## src/rtl/strassen_pkg.sv

```systemverilog
// Shared definitions for the Strassen result-matrix readout path.
package strassen_pkg;

  localparam int unsigned NUM_WORDS = 4;

  typedef enum logic [1:0] {
    ST_IDLE,
    ST_READ,
    ST_DRAIN,
    ST_DONE
  } state_e;

  typedef enum logic [1:0] {
    IDX_C11 = 2'd0,
    IDX_C12 = 2'd1,
    IDX_C21 = 2'd2,
    IDX_C22 = 2'd3
  } elem_idx_e;

endpackage

```

## src/rtl/sync_fifo2.sv

```systemverilog
// Two-entry synchronous FIFO; head is visible on rdata_o while not empty.
module sync_fifo2 #(
  parameter int unsigned W = 8
) (
  input  logic         clk,
  input  logic         rst_n,
  input  logic         push_i,
  input  logic [W-1:0] wdata_i,
  input  logic         pop_i,
  output logic [W-1:0] rdata_o,
  output logic         empty_o,
  output logic [1:0]   count_o
);

  logic [W-1:0] mem_q [2];
  logic         wr_ptr_q;
  logic         rd_ptr_q;
  logic [1:0]   count_q;
  logic         do_push;
  logic         do_pop;

  assign do_pop  = pop_i && (count_q != 2'd0);
  assign do_push = push_i && ((count_q != 2'd2) || do_pop);

  always_ff @(posedge clk or negedge rst_n) begin
    if (!rst_n) begin
      mem_q[0] <= '0;
      mem_q[1] <= '0;
      wr_ptr_q <= 1'b0;
      rd_ptr_q <= 1'b0;
      count_q  <= '0;
    end else begin
      if (do_push) begin
        mem_q[wr_ptr_q] <= wdata_i;
        wr_ptr_q        <= ~wr_ptr_q;
      end
      if (do_pop) begin
        rd_ptr_q <= ~rd_ptr_q;
      end
      count_q <= count_q + {1'b0, do_push} - {1'b0, do_pop};
    end
  end

  assign rdata_o = mem_q[rd_ptr_q];
  assign empty_o = (count_q == 2'd0);
  assign count_o = count_q;

endmodule

```

## src/rtl/strassen_result_reader.sv

```systemverilog
// Reads the four C-matrix elements from result memory and streams them
// out with valid/ready, buffering returned words in a 2-entry FIFO.
module strassen_result_reader
  import strassen_pkg::*;
#(
  parameter int unsigned DATA_W    = 16,
  parameter int unsigned ADDR_W    = 4,
  parameter int unsigned BASE_ADDR = 8
) (
  input  logic              clk,
  input  logic              rst_n,
  input  logic              start,
  output logic              mem_re,
  output logic [ADDR_W-1:0] mem_addr,
  input  logic [DATA_W-1:0] mem_rdata,
  output logic [DATA_W-1:0] out_data,
  output logic [1:0]        out_idx,
  output logic              out_last,
  output logic              out_valid,
  input  logic              out_ready,
  output logic              busy,
  output logic              done
);

  localparam int unsigned FW = DATA_W + 2;

  state_e      state_q, state_d;
  logic [2:0]  issue_cnt_q, issue_cnt_d;
  logic        rd_pend_q;
  logic [1:0]  rd_idx_q;

  logic [FW-1:0] fifo_wdata;
  logic [FW-1:0] fifo_rdata;
  logic          fifo_empty;
  logic [1:0]    fifo_count;
  logic          xfer;
  logic [2:0]    credit_used;
  logic          can_issue;

  assign fifo_wdata = {rd_idx_q, mem_rdata};

  sync_fifo2 #(
    .W(FW)
  ) u_fifo (
    .clk     (clk),
    .rst_n   (rst_n),
    .push_i  (rd_pend_q),
    .wdata_i (fifo_wdata),
    .pop_i   (xfer),
    .rdata_o (fifo_rdata),
    .empty_o (fifo_empty),
    .count_o (fifo_count)
  );

  assign out_valid = !fifo_empty;
  assign out_data  = fifo_rdata[DATA_W-1:0];
  assign out_idx   = fifo_rdata[DATA_W +: 2];
  assign out_last  = out_valid && (out_idx == IDX_C22);
  assign xfer      = out_valid && out_ready;

  // Occupancy is taken after this cycle's pop so the stream runs back-to-back.
  assign credit_used = {1'b0, fifo_count} - {2'b00, xfer} + {2'b00, rd_pend_q};
  assign can_issue   = (issue_cnt_q < 3'(NUM_WORDS)) && (credit_used < 3'd2);

  always_comb begin
    state_d     = state_q;
    issue_cnt_d = issue_cnt_q;
    mem_re      = 1'b0;
    case (state_q)
      ST_IDLE: begin
        if (start) begin
          state_d     = ST_READ;
          issue_cnt_d = '0;
        end
      end
      ST_READ: begin
        if (can_issue) begin
          mem_re      = 1'b1;
          issue_cnt_d = issue_cnt_q + 3'd1;
          if (issue_cnt_q == 3'(NUM_WORDS - 1)) begin
            state_d = ST_DRAIN;
          end
        end
      end
      ST_DRAIN: begin
        if (xfer && out_last) begin
          state_d = ST_DONE;
        end
      end
      ST_DONE: begin
        state_d = ST_IDLE;
      end
      default: begin
        state_d = ST_IDLE;
      end
    endcase
  end

  assign mem_addr = mem_re ? (ADDR_W'(BASE_ADDR) + ADDR_W'(issue_cnt_q)) : '0;
  assign busy     = (state_q == ST_READ) || (state_q == ST_DRAIN);
  assign done     = (state_q == ST_DONE);

  always_ff @(posedge clk or negedge rst_n) begin
    if (!rst_n) begin
      state_q     <= ST_IDLE;
      issue_cnt_q <= '0;
      rd_pend_q   <= 1'b0;
      rd_idx_q    <= '0;
    end else begin
      state_q     <= state_d;
      issue_cnt_q <= issue_cnt_d;
      rd_pend_q   <= mem_re;
      if (mem_re) begin
        rd_idx_q <= issue_cnt_q[1:0];
      end
    end
  end

endmodule

```

## config.mk

```make
export PLATFORM = sky130hd
export DESIGN_NAME = strassen_result_reader
export DESIGN_NICKNAME = d
export VERILOG_FILES = /design/src/rtl/strassen_pkg.sv /design/src/rtl/sync_fifo2.sv /design/src/rtl/strassen_result_reader.sv
export SDC_FILE = /design/constraint.sdc
export NUM_CORES = 1
export LEC_CHECK = 0
export CAP_MARGIN = 20
export CORE_MARGIN = 4
export CORE_UTILIZATION = 46
export DETAILED_ROUTE_END_ITERATION = 12
export PLACE_DENSITY = 0.79
export SLEW_MARGIN = 25
export SYNTH_ARGS = -nofsm -noshare
export SYNTH_HDL_FRONTEND = slang
export SYNTH_SLANG_ARGS = --single-unit
```

## constraint.sdc

```tcl
create_clock -name clk -period 3.1 [get_ports clk]
set_clock_uncertainty 0.2 [all_clocks]
set_input_delay 0.62 -clock clk [delete_from_list [all_inputs] [get_ports clk]]
set_output_delay 0.62 -clock clk [all_outputs]
set_load 0.05 [all_outputs]
```

==> reports/qor.yml, run 1 <==
seq_power_share_pct: 38.6
area_growth_pct: 38.3
yosys.area.top_type: "dfrtp_1"
synthTopCellsByArea: "dfrtp_1, mux2_2, mux2_4, ha_1, inv_1"
switching_share_pct: 27.5
synth_top_family_by_area: "multiplexers"
drive_gt1_share_pct: 47.8
max_stage_delay_ns: 0.53
yosysMostFrequentCell: "dfrtp_1"
cts_htree_levels: 2
pwr-share-comb_pct: 31.4
design.die.area_um2: 6450
worst-path-buf-inv: 3
grt_pass1_vias: 1760
r2r-start: "u_fifo.count_o[1]"
grt_max_degree: 49
violations: "setup timing"
setup_tns_ns: -1.15
syn_avg_cell_area_um2: 13.8
outcome: "finished, violations left"
synth.ff_latch_count: 48
crit_path_start_kind: "flip-flop"
ctsRootBufferMaster: "clkbuf_8"
worst_slack_ns: -0.220
wl_met3_um: 220
path_max_fanout: 3
wl_um: 5210
async_reset_ff_share_pct: 100
antenna_found_initial: 0
final_util_pct: 65.6
synth_fa_ha_area_share_pct: 6.03
ant_nets: 0
maxSlewHeadroom_pct: 60.1
rr_worst_depth: 19
syn-num-nets: 206
num_rows: 26
yosys.cell_types.count: 38
highest_layer: "met4"
critPathSlowestCell: "fa_2"
p_leak_uw: 0.00168
hp-class: "primary input to asynchronous set/reset pin"
nNetsFinal: 282
synthMuxAreaShare_pct: 27.3
crit_chain: "o21a_1 -> ha_1 -> inv_2 -> nand2_2 -> fa_2 -> nor2b_4 -> and2_4 -> nand2_4 -> clkinvlp_4 -> buf_12"
power.internal_uw: 1270
yosysSeqAreaShare_pct: 49.9
r2r_slack_ns: -0.20
reg2reg_to: "state_q[1]"
critical_path_class: "flip-flop to primary output"
dieHeight_um: 80.3
fin_crit_sh_pct: 107
synth_common_cells: "dfrtp_1, mux2_2, ha_1, mux2_4, inv_1"
start_util_pct: 47.4
wire_per_inst_um: 16.2
gp_congestion: 0.777
finalHoldViolCount: 0
dp_hpwl_um: 3300
cpLargestDelayFamily: "adder cells"
rsz0062_at_grt: "yes"
setup_viol: 6
finalCriticalPeriod_ns: 3.32
tritoncts: "yes"
yosys.area.top_type_share_pct: 49.9
final_max_slew_viol_count: 0
switchingPower_uw: 481
clk_pin_slew_ns: 0.08
viasPerCell: 5.13
cp.arrival_ns: 2.50
coreArea_um2: 5070
cts_buffers: 5
synth_ff_type: "dfrtp_1"
overflow: 0
yosysWarnings: 0
max_freq_ghz: 0.301
crit_required_ns: 2.28
power.density_nw_per_um2: 525
worst_ir_drop_vdd_uv: 450
numClockSinks: 48
path_depth: 10
grt.total_usage_pct: 17.5
antenna_cells: 0
dr.pass1.iters: 4
cts_hold_buf: 0
die_width_um: 80.3
synth_edf_count: 0
wirelength_met1_um: 2230
synth-xor-area-share_pct: 1.46
clk_latency_ns: 0.30
synthCells: 175
drc: 0
clkPwrFrac_pct: 30.0
io_pins: 47
initialDrtViolationCount: 49
vias: 1648
cp-end-kind: "primary output"
yosys.area_share.simple_pct: 5.67
met2_length_um: 2700
worst_slew_pin_slew_ns: 0.598
numPortBuffers: 45
grt_pass1_wl_um: 8500
cap_violations: 0
clk_path_buf_depth: 2
synth_compound_area_share_pct: 5.46
syn_area_um2: 2410
==> cells in the final DEF (no fill, tap or decap), types with 3 or more instances in the layout <==
cell and count:
buf_12 4, dfrtp_1 48, clkbuf_8 5, clkdlybuf4s50_1 37
nand3_1 4, inv_1 5, a21o_1 3, ha_1 10
nand2_1 4, buf_4 33, inv_2 4, mux2_2 45
mux2_4 10
==> metal layers <==
layer  track usage (%)  vias to the layer above
met1              21.2                      841
li1                  -                      761
met3              4.37                        6
met2              30.2                       40
met4              5.91                        0
met5                 0                        -
==> registers in the layout, indices dropped and copies added (netlist names) <==
name             count
u_fifo.mem_q        36
issue_cnt_q          3
rd_idx_q             2
state_q              2
u_fifo.count_o       2
rd_pend_q            1
u_fifo.rd_ptr_q      1
u_fifo.wr_ptr_q      1
==> layout make-up <==
cell class                      instances  area [µm²]
Clock buffer                            5        68.8
Clock inverter                          2        60.1
Fill cell                             404        1750
Inverter                               10        41.3
Multi-Input combinational cell        110        1160
Sequential cell                        48        1200
Tap cell                               70        87.6
Timing Repair Buffer                   76         708
==> through the flow <==
stage	instance area (µm²)	std cells	setup WS (ns)	hold WS [ns]	total power, µW
final	3330	321	-0.220	0.201	1750
after global routing	3330	321	-0.312	0.253	1810
after CTS	3300	318	-0.254	0.225	1690
after detailed placement	3030	294	-0.519	0.288	1060
after global placement	3030	294	-0.519	0.281	1050
after floorplan	2450	175	-0.154	0.124	905
==> worst max path at each step <==
stage                      start           to  slack, ns
2_1_floorplan          out_ready  mem_addr[3]      -0.15
3_3_place_gp           out_ready  mem_addr[1]      -0.52
3_5_place_dp           out_ready  mem_addr[1]      -0.52
4_1_cts        u_fifo.count_o[0]       mem_re      -0.25
5_1_grt        u_fifo.count_o[1]       mem_re      -0.31
6_report       u_fifo.count_o[1]       mem_re      -0.22
==> cell families after synthesis <==
logic type               Yosys count
buffers and inverters             17
multiplexers                      55
AND/OR/NAND/NOR                   24
AO/OA/AOI/OAI                     15
adder cells (fa/ha/maj)           11
XOR/XNOR                           4
flip-flops                        48
other                              1
==> power by group through the flow <==
stage               clock, µW  sequential (µW)  combinational [µW]
CTS                       534              673                 485
floorplan                   0              682                 223
detailed placement          0              692                 372
finish                    524              674                 548
global route              560              678                 577
global placement            0              691                 364
==> what timing repair did <==
item	CTS	global route
setup endpoints to repair	5	6
pin swaps	4	3
buffers inserted	18	3
gates resized for setup	9	2
Note: power is estimated with default switching activity, not from simulation.
==> run 2: changes to the inputs <==
- CORE_MARGIN: 4 -> default
==> run 2 against run 1 <==
Net effect:
- the run still ends with setup timing left
- global-route usage is 1.3 points higher
- sequential cell count is the same
- maximum frequency increased by 0.62%
- core utilization down 0.12 points
- critical path depth decreased by 1
- combinational power is 22% lower
- hold slack got worse by 0.13 ns
- via count down 4.8%
- register-to-register slack improved by 0.26 ns
- first-iteration DRC count increased by 22%
- die area fell by 14%
- critical endpoint is now mem_addr[1]
- largest power group unchanged
==> reports/qor.yml, run 2 (synthesized netlist as in run 1, its figures left out) <==
largest_reg_flops: 36
crit_required_ns: 2.28
hp-class: "primary input to asynchronous set/reset pin"
die_width_um: 74.3
cp-end-kind: "primary output"
max_stage_delay_ns: 0.51
whs_ns: 0.0727
initialDrtViolationCount: 60
mostFrequentLayoutCells: "dfrtp_1, mux2_2, clkdlybuf4s50_1"
cap_violations: 0
grt.total_usage_pct: 18.8
area_growth_pct: 32.7
finalCriticalPeriod_ns: 3.30
num_rows: 25
cts_buffers: 5
grt_pass1_vias: 1683
outcome: "finished, violations left"
violations: "setup timing"
overflow: 0
nNetsFinal: 269
wire_per_inst_um: 15.4
maxSlewHeadroom_pct: 61.8
clk_latency_ns: 0.30
clk_pin_slew_ns: 0.09
coreArea_um2: 4880
placed_area_um2: 3030
drive_gt1_share_pct: 44.4
start_util_pct: 49.3
final_max_slew_viol_count: 0
setup_viol: 4
dieHeight_um: 74.3
gp_congestion: 0.837
crit_chain: "o21a_1 -> ha_1 -> inv_2 -> nand2_2 -> fa_2 -> nor2b_4 -> and2_4 -> and3_4 -> buf_12"
ant_nets: 0
worst-path-buf-inv: 2
antenna_found_initial: 0
dp_hpwl_um: 3190
numClockSinks: 48
finalHoldViolCount: 0
grt_max_degree: 28
dr.pass1.iters: 4
vias: 1569
cp.arrival_ns: 2.48
worst_ir_drop_vdd_uv: 462
wl_um: 4710
post-route-cell-area_um2: 3190
clk_path_buf_depth: 2
antenna_cells: 0
design.die.area_um2: 5530
ctsRootBufferMaster: "clkbuf_8"
critPathSlowestCell: "fa_2"
reg2reg_to: "state_q[1]"
n_fill_cell: 407
critical_path_class: "flip-flop to primary output"
cpLargestDelayFamily: "adder cells"
top_regs: "u_fifo.mem_q x36, issue_cnt_q x3"
rr_worst_depth: 12
fin_crit_sh_pct: 106
crit_path_start_kind: "flip-flop"
max_freq_ghz: 0.303
p_leak_uw: 0.00159
cts_htree_levels: 2
r2r_slack_ns: 0.06
cts_hold_buf: 0
power.density_nw_per_um2: 465
viasPerCell: 5.13
final_common_cell: "dfrtp_1"
io_pins: 47
power_uw: 1490
r2r-start: "u_fifo.count_o[1]"
worst_slew_pin_slew_ns: 0.572
largest_register: "u_fifo.mem_q"
worst_slack_ns: -0.199
rsz0062_at_grt: "yes"
path_max_fanout: 3
tritoncts: "yes"
numPortBuffers: 45
drc: 0
grt_pass1_wl_um: 7730
-- run 2: what timing repair did --
action | in CTS | in global routing
resized for setup | 8 | 2
pin swaps | 3 | 3
buffers inserted | 5 | 2
setup endpoints to repair | 5 | 5
-- run 2: how the worst max path moves through the flow --
stage / from / to / slack (ns) / depth (start not counted)
5_1_grt: u_fifo.count_o[1] / mem_addr[1] / -0.29 / 9
3_3_place_gp: out_ready / mem_addr[1] / -0.49 / 10
3_5_place_dp: out_ready / mem_addr[0] / -0.52 / 10
4_1_cts: u_fifo.count_o[0] / mem_addr[0] / -0.25 / 9
6_report: u_fifo.count_o[1] / mem_addr[1] / -0.20 / 9
2_1_floorplan: out_ready / mem_addr[3] / -0.15 / 10
-- run 2: routing by layer --
| layer | global-route usage [%] | part of all wire [%] |
|---|---|---|
| met5 | 0 | 0 |
| met4 | 5.66 | 1.5 |
| met3 | 5.15 | 5.0 |
| met2 | 32.5 | 48 |
| met1 | 22.9 | 45 |
-- run 2: worst register-to-register path, delay by kind of cell, from the launching register on --
family          cells  cell delay, ns
flops               1            0.40
buf+inv             4            0.36
mux                 1            0.33
compound gates      2            0.57
simple gates        3            0.27
fa+ha+maj           2            0.79
-- run 2: stage by stage --
stage	instances	TNS, ns	setup slack, ns	util [%]
2_1_floorplan	175	-0.216	-0.154	-
3_3_place_gp	291	-2.71	-0.489	62.1
3_5_place_dp	291	-3.12	-0.523	62.1
4_1_cts	304	-0.969	-0.247	65.0
5_1_grt	306	-1.18	-0.291	65.5
6_report	306	-0.760	-0.199	65.5
-- run 2: power breakdown --
group / leakage [µW] / internal, µW / switching, µW
clock network: 0.0000434 / 181 / 218
logic: 0.000903 / 214 / 215
registers: 0.000643 / 647 / 10.9
-- run 2: layout make-up --
class	instances	area, µm²	share of cell area (%)
clock buffers	6	82.6	2.59
well taps	67	83.8	2.62
repair buffers	63	613	19.2
flip-flops and latches	48	1200	37.6
multi-input cells	110	1160	36.2
clock inverters	2	15.0	0.470
inverters	10	41.3	1.29
